===== src/rtl/m72_irq_source.sv =====
// -----------------------------------------------------------------------------
// m72_irq_source
//
// Builds the eight interrupt-request lines for the M72 interrupt controller.
//   - vblank request : rising edge of i_vblank
//   - raster request : start of the line whose number matches the programmed
//                      compare line (plus RASTER_OFFSET), when enabled
//   - other bits     : external asynchronous requests, synchronised to clk
// Every request is stretched to a PULSE_LEN ce-cycle level pulse so the
// edge-triggered controller cannot miss it while it is busy.
//
// Ports
//   i_clk          system clock
//   i_reset_n      asynchronous active-low reset
//   i_ce           clock enable shared with the interrupt controller
//   i_vcount[8:0]  current scanline
//   i_hblank       horizontal blank
//   i_vblank       vertical blank
//   i_raster_wr    compare register write strobe (qualified by i_ce)
//   i_din[8:0]     compare register write data
//   i_raster_en    raster interrupt enable
//   i_ext_irq[7:0] asynchronous external requests (VBL_BIT/RASTER_BIT ignored)
//   o_intp[7:0]    request lines to the interrupt controller
//   o_raster_line  current compare register value
// -----------------------------------------------------------------------------
module m72_irq_source #(
    parameter int         PULSE_LEN     = 16,
    parameter logic [8:0] RASTER_OFFSET = 9'd0,
    parameter int         VBL_BIT       = 0,
    parameter int         RASTER_BIT    = 2
) (
    input  logic       i_clk,
    input  logic       i_reset_n,
    input  logic       i_ce,
    input  logic [8:0] i_vcount,
    input  logic       i_hblank,
    input  logic       i_vblank,
    input  logic       i_raster_wr,
    input  logic [8:0] i_din,
    input  logic       i_raster_en,
    input  logic [7:0] i_ext_irq,
    output logic [7:0] o_intp,
    output logic [8:0] o_raster_line
);

    localparam logic [7:0] LP_PULSE = PULSE_LEN[7:0];

    // Bits driven by the external inputs; the two internal sources own the rest.
    localparam logic [7:0] LP_EXT_MASK = ~((8'd1 << VBL_BIT) | (8'd1 << RASTER_BIT));

    // Blank-edge registers, compare register
    logic       r_vblank_d;
    logic       r_hblank_d;
    logic [8:0] r_raster_line;

    // External request synchroniser and edge register
    logic [7:0] r_ext_meta;
    logic [7:0] r_ext_sync;
    logic [7:0] r_ext_d;

    // Per-bit pulse stretch counters
    logic [7:0] r_cnt [8];

    logic       w_vbl_evt;
    logic       w_line_evt;
    logic       w_rast_evt;
    logic [8:0] w_target;
    logic [7:0] w_ext_evt;
    logic [7:0] w_evt;

    // Blank edges are only meaningful on ce cycles, the same cycles in which
    // the delayed copies advance.
    assign w_vbl_evt  = i_ce & i_vblank & ~r_vblank_d;
    assign w_line_evt = i_ce & i_hblank & ~r_hblank_d;

    // 9-bit addition wraps naturally mod 512. The register value used here is
    // the one from before any write in this same cycle, so a coincident write
    // only takes effect from the next line.
    assign w_target   = r_raster_line + RASTER_OFFSET;
    assign w_rast_evt = w_line_evt & i_raster_en & (i_vcount == w_target);

    assign w_ext_evt  = {8{i_ce}} & r_ext_sync & ~r_ext_d & LP_EXT_MASK;

    always_comb begin
        w_evt             = w_ext_evt;
        w_evt[VBL_BIT]    = w_vbl_evt;
        w_evt[RASTER_BIT] = w_rast_evt;
    end

    // Edge registers reset to 1 so a blank already active at reset release
    // is not mistaken for a fresh edge.
    always_ff @(posedge i_clk or negedge i_reset_n) begin
        if (!i_reset_n) begin
            r_vblank_d    <= 1'b1;
            r_hblank_d    <= 1'b1;
            r_raster_line <= 9'h1FF;
            r_ext_d       <= 8'h00;
        end else if (i_ce) begin
            r_vblank_d <= i_vblank;
            r_hblank_d <= i_hblank;
            r_ext_d    <= r_ext_sync;
            if (i_raster_wr) begin
                r_raster_line <= i_din;
            end
        end
    end

    // Synchroniser runs on every clk so metastability settling does not depend
    // on the ce rate.
    always_ff @(posedge i_clk or negedge i_reset_n) begin
        if (!i_reset_n) begin
            r_ext_meta <= 8'h00;
            r_ext_sync <= 8'h00;
        end else begin
            r_ext_meta <= i_ext_irq;
            r_ext_sync <= r_ext_meta;
        end
    end

    // One stretch counter per request line. A new event reloads the counter,
    // which extends a pulse already in progress without a low glitch.
    generate
        for (genvar gi = 0; gi < 8; gi++) begin : g_pulse
            always_ff @(posedge i_clk or negedge i_reset_n) begin
                if (!i_reset_n) begin
                    r_cnt[gi] <= 8'd0;
                end else if (i_ce) begin
                    if (w_evt[gi]) begin
                        r_cnt[gi] <= LP_PULSE;
                    end else if (r_cnt[gi] != 8'd0) begin
                        r_cnt[gi] <= r_cnt[gi] - 8'd1;
                    end
                end
            end

            assign o_intp[gi] = (r_cnt[gi] != 8'd0);
        end
    endgenerate

    assign o_raster_line = r_raster_line;

endmodule

===== config.mk =====
export PLATFORM = sky130hd
export DESIGN_NAME = m72_irq_source
export DESIGN_NICKNAME = d
export VERILOG_FILES = /design/src/rtl/m72_irq_source.sv
export SDC_FILE = /design/constraint.sdc
export NUM_CORES = 1
export LEC_CHECK = 0
export ABC_CLOCK_PERIOD_IN_PS = 2000
export BUFFER_PORTS_ARGS = -buffer_cell sky130_fd_sc_hd__clkbuf_2
export CAP_MARGIN = 40
export CORE_MARGIN = 2
export CORE_UTILIZATION = 53
export DETAILED_ROUTE_END_ITERATION = 7
export PLACE_DENSITY = 0.79
export SLEW_MARGIN = 20
export SYNTH_ARGS = -nofsm -noshare
export SYNTH_HDL_FRONTEND = slang
export SYNTH_SLANG_ARGS = --single-unit

===== constraint.sdc =====
create_clock -name i_clk -period 2 [get_ports i_clk]
set_clock_uncertainty 0.2 [all_clocks]
set_input_delay 0.2 -clock i_clk [delete_from_list [all_inputs] [get_ports i_clk]]
set_output_delay 0.2 -clock i_clk [all_outputs]
set_load 0.01 [all_outputs]

==> results.yml <==
synth:
  synth_area_um2: 4470
  synth_flop_cell: "dfrtp_1"
  synth_fp_nets: 475
  synthArstFlopShare_pct: 100
  synth.distinct_cells: 40
  synth-edff-count: 0
  synth.avg_cell_area_um2: 10.5
  yosysSeqAreaShare_pct: 52.4
  syn-instance-count: 426
  synth-seq-cells: 93
  yosysWarningCount: 0
floorplanning:
  coreArea_um2: 8180
  dieArea_um2: 9180
  die_y_um: 95.8
  initial_core_util_pct: 54.6
  num_io_pins: 50
  die_w_um: 95.8
  std_cell_rows: 33
final_layout:
  multi_input_area_um2: 2110
  final_cells: 648
  ff_latch_area_um2: 2340
  fin_area_um2: 5620
  area_growth_pct: 25.9
  drive_gt1_share_pct: 27.3
  n_antenna_cell: 0
  layout.nets: 587
  num-fill-cells: 591
route:
  routedWlPerCell_um: 14.2
  drt_iter0_drc: 142
  via_count: 3467
  drc_errors: 0
  vias_per_cell: 5.35
  ant_nets: 0
  routed_wl_mm: 9.23
  first_pass_iters: 4
global_route:
  grt_max_degree: 94
  gr-total-overflow: 0
  track_usage_pct: 22.1
  antenna_found_initial: 0
  grt_pass1_vias: 3596
  grt_pass1_wl_mm: 15.7
setup_path:
  crit_buf_inv: 2
  cp.required_ps: 1600
  crit_path_max_incr_delay_ps: 540
  start_kind: "flip-flop"
  cp_cell_sequence: "or4_4 > buf_6 > or4_1 > clkbuf_2"
  cpMaxStageDelayCell: "or4_4"
  critPathMaxFanout: 2
  critical_path.top_delay_family: "simple AND/OR/NAND/NOR gates"
  cp-end-kind: "output port"
  critPathArrivalTime_ps: 1970
  critical_path_class: "reg -> out"
power_and_ir_drop:
  p_clk_share_pct: 17.1
  p_seq_share_pct: 43.3
  p_leak_nw: 2.55
  power.density_nw_per_um2: 1320
  switchingPower_mw: 2.77
  power.internal_mw: 4.62
  vdd_ir_drop_max_uv: 623
  swShare_pct: 37.5
  p_comb_share_pct: 39.6
place:
  placed_area_um2: 4980
  dpl.cell_count: 597
  place_congestion: 0.837
  port-buffer-count: 47
  hpwl_mm: 5.84
clock_tree:
  cts_sinks: 93
  cts.htree.levels: 3
  cts_root_buffer: "clkbuf_8"
  cts_buffers: 9
  clockBufferDepth: 2
  cts_tree: "built"
  clk-insertion-delay-late_ps: 370
  clk_transition_reported_paths_ps: 90
sta:
  setup_violations: 18
  tightest_slew_ps: 543
  rsz0062_at_grt: "yes"
  fmax_mhz: 422
  drv_slew: 0
  finalCriticalPeriod_ps: 2370
  setup_slack_ps: -371
  finalHoldViolCount: 0
  max_slew_margin_pct: 63.7
  post-route-period-util_pct: 119
hold_path:
  min_path_type: "in -> reg"
job:
  maxCapViolCount: 0
run_status:
  status: "complete, but fails checks"
  failed_checks: "setup timing"
-- state kept, by name, indices dropped and copies added (netlist names) --
signal,flops
r_cnt,64
o_raster_line,9
r_ext_d,6
r_ext_meta,6
r_ext_sync,6
r_hblank_d,1
r_vblank_d,1
-- cells by family (layout without fill, tap and decap cells) --
family                   Yosys count  in the layout  synth area share (%)
AND/OR/NAND/NOR                  176            176                  19.7
flip-flops                        93             93                  52.4
XOR/XNOR                          60             60                  11.8
AO/OA/AOI/OAI                     37             39                  5.52
buffers and inverters             33            148                  3.33
adder cells (fa/ha/maj)           16             16                  4.48
multiplexers                      11             11                  2.75
-- layout by cell type (no fill, tap or decap), types with 3 or more instances in the layout --
cell	instances
dfrtp_1	82
nor2_1	80
clkbuf_2	45
xor2_1	36
buf_4	36
nand2_1	28
inv_1	27
xnor2_1	24
dlygate4sd3_1	19
ha_1	15
nand3_1	14
o21ai_0	14
nor3_1	13
dfstp_2	11
mux2_2	10
clkbuf_8	9
nand3b_1	6
a211oi_1	5
nand4b_1	5
nand4_1	4
a21oi_1	4
o41a_1	4
or4_4	3
nor4b_4	3
or3_1	3
buf_6	3
-- per-layer routing --
metal | vias up | part of all wire (%) | global-route usage (%)
li1 | 1651 | - | -
met1 | 1726 | 42 | 26.3
met2 | 73 | 53 | 38.3
met3 | 17 | 3.3 | 3.60
met4 | 0 | 2.0 | 12.1
met5 | - | 0 | 0
-- area by class of cell --
cell class	count	share of cell area, %
Multi-Input combinational cell	302	37.6
Sequential cell	93	41.7
Timing Repair Buffer	104	13.2
Inverter	28	1.87
Clock buffer	10	2.27
Clock inverter	6	1.14
Tap cell	105	2.34
-- repair_timing --
item,CTS,global route
resized for setup,10,17
cloned,2,0
setup buffers,6,8
pin swaps,22,12
endpoints found under the hold margin,100,0
hold buffers,19,0
setup endpoints to repair,28,32
-- worst register-to-register path, cell delays in order, from the launching register on --
cell	delay (ps)
dfrtp_1	400
or4_4	540
buf_4	160
o41a_1	410
nand2_1	130
xor2_1	190
nor2_1	60
-- worst paths after layout --
check / start / endpoint / slack, ps / depth (start not counted)
worst max-delay path: r_cnt[18]$_DFFE_PN0P_ / o_intp[5] / -370 / 4
worst min register to register: r_ext_meta[6]$_DFF_PN0_ / r_ext_sync[6]$_DFF_PN0_ / 130 / 0
worst max register to register: r_cnt[18]$_DFFE_PN0P_ / r_cnt[22]$_DFFE_PN0P_ / -200 / 6
min in group asynchronous: i_reset_n / r_cnt[32]$_DFFE_PN0P_ / 200 / 3
max in group asynchronous: i_reset_n / r_vblank_d$_DFFE_PN1P_ / 990 / 3
worst min-delay path: i_ce / r_cnt[41]$_DFFE_PN0P_ / 130 / 3
-- power by group through the flow --
| stage | clock network, mW | registers (mW) | logic (mW) |
|---|---|---|---|
| floorplan | 0 | 3.06 | 1.74 |
| global placement | 0 | 3.08 | 2.37 |
| detailed placement | 0 | 3.12 | 2.52 |
| CTS | 1.28 | 3.13 | 2.70 |
| global route | 1.37 | 3.29 | 3.30 |
| finish | 1.27 | 3.20 | 2.93 |
-- Yosys cell counts, types with 7 or more instances --
cell type / count / area share (%)
o21ai_0: 14 / 1.6
xnor2_1: 24 / 4.7
mux2_2: 10 / 2.5
a211oi_1: 7 / 1.2
inv_1: 28 / 2.4
ha_1: 16 / 4.5
nor2_1: 82 / 6.9
nand3_1: 14 / 1.6
dfstp_2: 11 / 6.5
nor3_1: 13 / 1.5
nand2_1: 29 / 2.4
dfrtp_1: 82 / 46
xor2_1: 36 / 7.1
-- metrics by stage --
stage	setup WS, ps	power (mW)	hold slack (ps)	setup TNS, ps	utilization [%]
floorplan	16.7	4.81	-296	0	-
global placement	-63.0	5.44	84.7	-451	61.0
detailed placement	-116	5.64	87.6	-1190	61.0
CTS	-383	7.11	122	-3390	67.0
global route	-416	7.96	153	-3700	68.7
finish	-371	7.39	133	-2240	68.7
Power figures use the tool's default switching activity.
